**src/rtl/conv_host_if.sv**
```systemverilog
// conv_host_if: job request, engine nibble/result stream and result-read signals of conv_host
`timescale 1ns/1ps
interface conv_host_if;
    logic        start;
    logic [31:0] f_vec;
    logic [31:0] g_vec;
    logic        busy;
    logic        in_en;
    logic [3:0]  Din;
    logic        out_valid;
    logic [7:0]  Dout;
    logic [3:0]  res_addr;
    logic [7:0]  res_data;
    logic [11:0] res_sum;
    logic        done;
    logic        err;
    modport master (
        input  start, f_vec, g_vec, busy, out_valid, Dout, res_addr,
        output in_en, Din, res_data, res_sum, done, err
    );
    modport slave (
        output start, f_vec, g_vec, busy, out_valid, Dout, res_addr,
        input  in_en, Din, res_data, res_sum, done, err
    );
endinterface

```
**src/rtl/conv_host.sv**
```systemverilog
// conv_host: streams two latched 8-nibble operands to a convolution engine and
// collects its 15 result bytes into a readable buffer with a running sum.
`timescale 1ns/1ps
module conv_host #(
    parameter int TIMEOUT = 255
) (
    input  logic           clk,
    input  logic           rst_n,
    conv_host_if.master    bus
);
    localparam int TW = $clog2(TIMEOUT + 1);
    typedef enum logic [2:0] {IDLE, WAIT_RDY, SEND, COLLECT, DONE, FAIL} state_t;
    state_t         state_q, state_d;
    logic [63:0]    ops_q, ops_d;
    logic [3:0]     cnt_q, cnt_d;
    logic [3:0]     idx_q, idx_d;
    logic [TW-1:0]  tmo_q, tmo_d;
    logic           busy_q;
    logic           in_en_q, in_en_d;
    logic [3:0]     din_q, din_d;
    logic           done_q, done_d;
    logic           err_q, err_d;
    logic [11:0]    sum_q, sum_d;
    logic [7:0]     rbuf_q [15];
    logic [7:0]     rbuf_d [15];

    always_comb begin
        state_d = state_q;
        ops_d   = ops_q;
        cnt_d   = cnt_q;
        idx_d   = idx_q;
        tmo_d   = tmo_q;
        in_en_d = 1'b0;
        din_d   = 4'd0;
        done_d  = done_q;
        err_d   = err_q;
        sum_d   = sum_q;
        rbuf_d  = rbuf_q;
        case (state_q)
            IDLE, DONE, FAIL: begin
                if (bus.start) begin
                    state_d = WAIT_RDY;
                    ops_d   = {bus.g_vec, bus.f_vec};
                    done_d  = 1'b0;
                    err_d   = 1'b0;
                    sum_d   = 12'd0;
                    idx_d   = 4'd0;
                    rbuf_d  = '{default: '0};
                end
            end
            WAIT_RDY: begin
                if (!busy_q) begin
                    state_d = SEND;
                    in_en_d = 1'b1;
                    din_d   = ops_q[3:0];
                    cnt_d   = 4'd0;
                end
            end
            SEND: begin
                // cnt_q is the index of the nibble currently on Din
                cnt_d = cnt_q + 4'd1;
                if (cnt_q == 4'd15) begin
                    state_d = COLLECT;
                    tmo_d   = '0;
                end else begin
                    in_en_d = 1'b1;
                    din_d   = ops_q[{cnt_d, 2'b00} +: 4];
                end
            end
            COLLECT: begin
                if (bus.out_valid) begin
                    rbuf_d[idx_q] = bus.Dout;
                    sum_d         = sum_q + 12'(bus.Dout);
                    idx_d         = idx_q + 4'd1;
                    if (idx_q == 4'd14) begin
                        state_d = DONE;
                        done_d  = 1'b1;
                    end
                end else if (idx_q == 4'd0) begin
                    tmo_d = tmo_q + 1'b1;
                    if (tmo_q == TW'(TIMEOUT - 1)) begin
                        state_d = FAIL;
                        err_d   = 1'b1;
                    end
                end
            end
            default: state_d = IDLE;
        endcase
    end

    always_ff @(posedge clk or negedge rst_n) begin
        if (!rst_n) begin
            state_q <= IDLE;
            ops_q   <= '0;
            cnt_q   <= '0;
            idx_q   <= '0;
            tmo_q   <= '0;
            busy_q  <= 1'b1;
            in_en_q <= 1'b0;
            din_q   <= '0;
            done_q  <= 1'b0;
            err_q   <= 1'b0;
            sum_q   <= '0;
            rbuf_q  <= '{default: '0};
        end else begin
            state_q <= state_d;
            ops_q   <= ops_d;
            cnt_q   <= cnt_d;
            idx_q   <= idx_d;
            tmo_q   <= tmo_d;
            busy_q  <= bus.busy;
            in_en_q <= in_en_d;
            din_q   <= din_d;
            done_q  <= done_d;
            err_q   <= err_d;
            sum_q   <= sum_d;
            rbuf_q  <= rbuf_d;
        end
    end

    assign bus.in_en    = in_en_q;
    assign bus.Din      = din_q;
    assign bus.res_data = (bus.res_addr == 4'hF) ? 8'd0 : rbuf_q[bus.res_addr];
    assign bus.res_sum  = sum_q;
    assign bus.done     = done_q;
    assign bus.err      = err_q;
endmodule

```
**src/flat_wrapper.sv**
```systemverilog
// flat-port wrapper written by rule: the top's interface ports become plain ports
module conv_host_flat 
#(
    parameter int TIMEOUT = 255
)
  (clk, rst_n, bus_start, bus_f_vec, bus_g_vec, bus_busy, bus_out_valid, bus_Dout, bus_res_addr, bus_in_en, bus_Din, bus_res_data, bus_res_sum, bus_done, bus_err);
  conv_host_if bus_i ();
  input  logic clk;
  input  logic rst_n;
  input wire logic [$bits(bus_i.start)-1:0] bus_start;
  input wire logic [$bits(bus_i.f_vec)-1:0] bus_f_vec;
  input wire logic [$bits(bus_i.g_vec)-1:0] bus_g_vec;
  input wire logic [$bits(bus_i.busy)-1:0] bus_busy;
  input wire logic [$bits(bus_i.out_valid)-1:0] bus_out_valid;
  input wire logic [$bits(bus_i.Dout)-1:0] bus_Dout;
  input wire logic [$bits(bus_i.res_addr)-1:0] bus_res_addr;
  output wire logic [$bits(bus_i.in_en)-1:0] bus_in_en;
  output wire logic [$bits(bus_i.Din)-1:0] bus_Din;
  output wire logic [$bits(bus_i.res_data)-1:0] bus_res_data;
  output wire logic [$bits(bus_i.res_sum)-1:0] bus_res_sum;
  output wire logic [$bits(bus_i.done)-1:0] bus_done;
  output wire logic [$bits(bus_i.err)-1:0] bus_err;
  assign bus_i.start = bus_start;
  assign bus_i.f_vec = bus_f_vec;
  assign bus_i.g_vec = bus_g_vec;
  assign bus_i.busy = bus_busy;
  assign bus_i.out_valid = bus_out_valid;
  assign bus_i.Dout = bus_Dout;
  assign bus_i.res_addr = bus_res_addr;
  assign bus_in_en = bus_i.in_en;
  assign bus_Din = bus_i.Din;
  assign bus_res_data = bus_i.res_data;
  assign bus_res_sum = bus_i.res_sum;
  assign bus_done = bus_i.done;
  assign bus_err = bus_i.err;
  conv_host #(.TIMEOUT(TIMEOUT)) u_core (.clk(clk), .rst_n(rst_n), .bus(bus_i));
endmodule
```
**config.mk**
```make
export PLATFORM = sky130hd
export DESIGN_NAME = conv_host_flat
export DESIGN_NICKNAME = d
export VERILOG_FILES = /design/src/rtl/conv_host_if.sv /design/src/rtl/conv_host.sv /design/src/flat_wrapper.sv
export SDC_FILE = /design/constraint.sdc
export NUM_CORES = 1
export LEC_CHECK = 0
export CAP_MARGIN = 20
export CELL_PAD_IN_SITES_DETAIL_PLACEMENT = 1
export CELL_PAD_IN_SITES_GLOBAL_PLACEMENT = 1
export CORE_MARGIN = 1
export CORE_UTILIZATION = 49
export CTS_CLUSTER_SIZE = 16
export DETAILED_ROUTE_END_ITERATION = 7
export PLACE_DENSITY_LB_ADDON = 0.05
export REMOVE_ABC_BUFFERS = 1
export SETUP_SLACK_MARGIN = 0.4
export SLEW_MARGIN = 15
export SYNTH_ARGS = -nofsm -noshare
export SYNTH_HDL_FRONTEND = slang
export SYNTH_SLANG_ARGS = --single-unit
```
**constraint.sdc**
```tcl
create_clock -name clk -period 7.9 [get_ports clk]
set_clock_uncertainty 0.2 [all_clocks]
set_input_delay 1.975 -clock clk [delete_from_list [all_inputs] [get_ports clk]]
set_output_delay 1.975 -clock clk [all_outputs]
set_load 0.01 [all_outputs]
```
==> results.json <==
{
  "drv_slew": 0,
  "ctsResizeCount": 0,
  "grt_max_degree": 82,
  "seqCellArea_um2": 5580,
  "stdcell_area_um2": 13000,
  "grtUsageMet2_pct": 47.3,
  "layout_min_cycle_time_ns": 6.85,
  "synthAdderAreaFrac_pct": 1.90,
  "antennaDiodeCount": 0,
  "syn_to_final_growth_pct": 18.9,
  "leakagePower_nw": 6.31,
  "num_vias": 8292,
  "drc": 0,
  "die_width_um": 151,
  "synth_top_family_by_area": "simple AND/OR/NAND/NOR gates",
  "clock_tree.root_cell": "clkbuf_16",
  "synth_top_area_cell": "dfrtp_1",
  "fin_setup_tns_ns": 0,
  "initialDrtViolationCount": 431,
  "final_common_cell": "nand2_1",
  "ir_worst_vdd_v": 0.000186,
  "wl_per_cell_um": 20.7,
  "cts_sinks": 223,
  "worst_pin_slew_ns": 0.987,
  "synth_area_leaders": "dfrtp_1 51%, nand2_1 11%, mux4_2 8.3%",
  "synth.cell_area_um2": 10900,
  "clockBufferDepth": 3,
  "syn_area_per_cell_um2": 10.3,
  "io_buffers": 107,
  "slew_headroom_pct": 33.9,
  "multi_input_area_um2": 5030,
  "rrSetupSlack_ns": 4.71,
  "cp-start-kind": "input port",
  "synth_xor_area_share_pct": 1.35,
  "fp-row-count": 54,
  "hold_path_class": "flop to flop",
  "numCtsBuffers": 25,
  "path_clk_slew_ns": 0.06,
  "rsz0062_at_grt": "false",
  "grt_pass1_vias": 8923,
  "busiest_layer": "met2",
  "post_cts_buffers": 0,
  "crit_path_end_kind": "primary output",
  "use_met3_pct": 3.28,
  "crit_chain": "clkdlybuf4s50_1 -> nor2b_1 -> nand2_1 -> o211ai_1 -> o211ai_1 -> o21ai_0 -> clkdlybuf4s50_1",
  "ant_nets": 0,
  "synth_mux_area_share_pct": 15.1,
  "async_flop_share_pct": 100,
  "path_max_fanout": 12,
  "die_area_um2": 22900,
  "cts_htree_levels": 1,
  "die_h_um": 151,
  "worstSkewPairLatency_ns": 0.53,
  "setup_viol": 0,
  "power_density_nw_per_um2": 371,
  "synth-seq-cells": 223,
  "hold_viol_final": 0,
  "finalWirelength_um": 29700,
  "synth-simple-area-share_pct": 17.5,
  "synthDistinctLibCells": 53,
  "postCtsHoldBufs": 0,
  "avgViaCountPerCell": 5.78,
  "cpPeakStageDelay_ns": 0.75,
  "io_pins": 108,
  "synth_edf_count": 0,
  "arrival_ns": 4.67,
  "slowest_stage": "clkdlybuf4s50_1",
  "core_um2": 21800,
  "track_usage_pct": 27.6,
  "final_cell_mix": "317 x nand2_1, 222 x dfrtp_1, 105 x clkdlybuf4s50_1, 74 x nor2_1, 74 x mux2i_1",
  "firstDrtPassIters": 4,
  "synth_compound_area_share_pct": 10.1,
  "max_cap_viol_count": 0,
  "cts_tree": "yes",
  "criticalPathCategory": "input port to primary output",
  "placed_cell_area_um2": 12100,
  "use_met1_pct": 36.8,
  "fin_nets": 1233,
  "dp_hpwl_um": 19700,
  "drive_above_1_share_pct": 14.2,
  "initial_core_util_pct": 50.0,
  "gp_congestion": 0.794,
  "grt-ovfl-total": 0,
  "synth_top_area_share_pct": 50.9,
  "antenna_found_initial": 0,
  "syn_inst": 1061,
  "status": "completed",
  "clock.fmax_mhz": 146,
  "fillers": 2351,
  "period_share_pct": 86.6,
  "required_ns": 5.73,
  "synthFlopType": "dfrtp_1",
  "yosysWarnings": 0,
  "seq_area_frac_synth_pct": 51.2,
  "fin_total_pwr_w": 0.00481,
  "grt_first_pass_wirelength_um": 48400
}
[worst paths after layout]
kind / startpoint / endpoint / cells after the start
worst min register to register: u_core.ops_q[46]$_DFFE_PN0P_ / u_core.ops_q[46]$_DFFE_PN0P_ / 2
max in group asynchronous: rst_n / u_core.rbuf_q[16]$_DFFE_PN0P_ / 2
worst min-delay path: u_core.ops_q[46]$_DFFE_PN0P_ / u_core.ops_q[46]$_DFFE_PN0P_ / 2
worst max register to register: u_core.state_q[0]$_DFFE_PN0P_ / u_core.rbuf_q[88]$_DFFE_PN0P_ / 5
worst max-delay path: bus_res_addr[1] / bus_res_data[2] / 7
min in group asynchronous: rst_n / u_core.bus.res_sum[6]$_DFFE_PN0P_ / 1
[where the power goes]
part	switching [W]	internal [W]	total, W
Sequential	0.000345	0.00160	0.00195
Combinational	0.000893	0.000788	0.00168
Clock	0.000479	0.000708	0.00119
Total	0.00172	0.00310	0.00481
[kinds of logic after synthesis]
family	Yosys count
buffers and inverters	74
xor gates and xnor gates	16
AOI/OAI and AO/OA	161
muxes	114
DFF	223
and+or+nand+nor	457
adders and majority gates	16
[per-stage QoR]
step / worst slack [ns] / std cells / util [%] / hold WS (ns)
finish: 1.05 / 1435 / 59.4 / 0.271
global route: 0.880 / 1435 / 59.4 / 0.306
CTS: 1.09 / 1435 / 59.4 / 0.276
detailed placement: 1.14 / 1389 / 55.6 / 0.260
global placement: 1.16 / 1389 / 55.6 / 0.252
floorplan: 2.42 / 992 / - / 0.240
[routing by layer]
metal | vias to the layer above | routed length, um
li1 | 3820 | -
met1 | 4258 | 13000
met2 | 167 | 15100
met3 | 47 | 992
met4 | 0 | 629
met5 | - | 0
[cells in the mapped netlist, types with 2 or more instances]
cell	n
xnor2_1	3
a22o_1	2
clkbuf_1	52
nor2b_1	6
clkbuf_2	2
ha_1	15
buf_2	11
o21ai_0	49
buf_6	2
nand2_2	6
buf_1	2
a21o_1	8
o22ai_1	7
o31ai_1	4
a211oi_1	4
and2_1	2
nand2_1	318
mux2i_1	74
o211ai_1	17
nor3b_4	2
o21a_1	2
nand2b_1	4
dfrtp_1	222
nand3_1	20
inv_1	5
nand4_1	7
nor2_1	75
and3_1	2
nor3_1	3
a31o_2	48
xor2_1	12
mux4_2	40
nand4b_2	2
a21oi_1	14
[critical path: cells and delay by family]
kind / cells / cell delay [ns]
AO/OA/AOI/OAI: 3 / 0.47
buffers and inverters: 2 / 1.35
AND/OR/NAND/NOR: 2 / 0.86
[sequential cells by signal, summed over array words and instances (netlist names)]
name	flops
u_core.ops_q	64
u_core.bus.in_en	1
u_core.bus.res_sum	12
u_core.busy_q	1
u_core.state_q	3
u_core.cnt_q	4
u_core.bus.done	1
u_core.tmo_q	8
u_core.idx_q	4
u_core.bus.err	1
u_core.bus.Din	4
u_core.rbuf_q	120
[final cells by class]
type	count	area share (%)
clock buffers	30	5.20
multi-input cells	764	38.8
well taps	280	2.70
flip-flops and latches	223	43.0
repair buffers	117	8.84
inverters	5	0.145
clock inverters	16	1.29
Power figures use the tool's default switching activity.
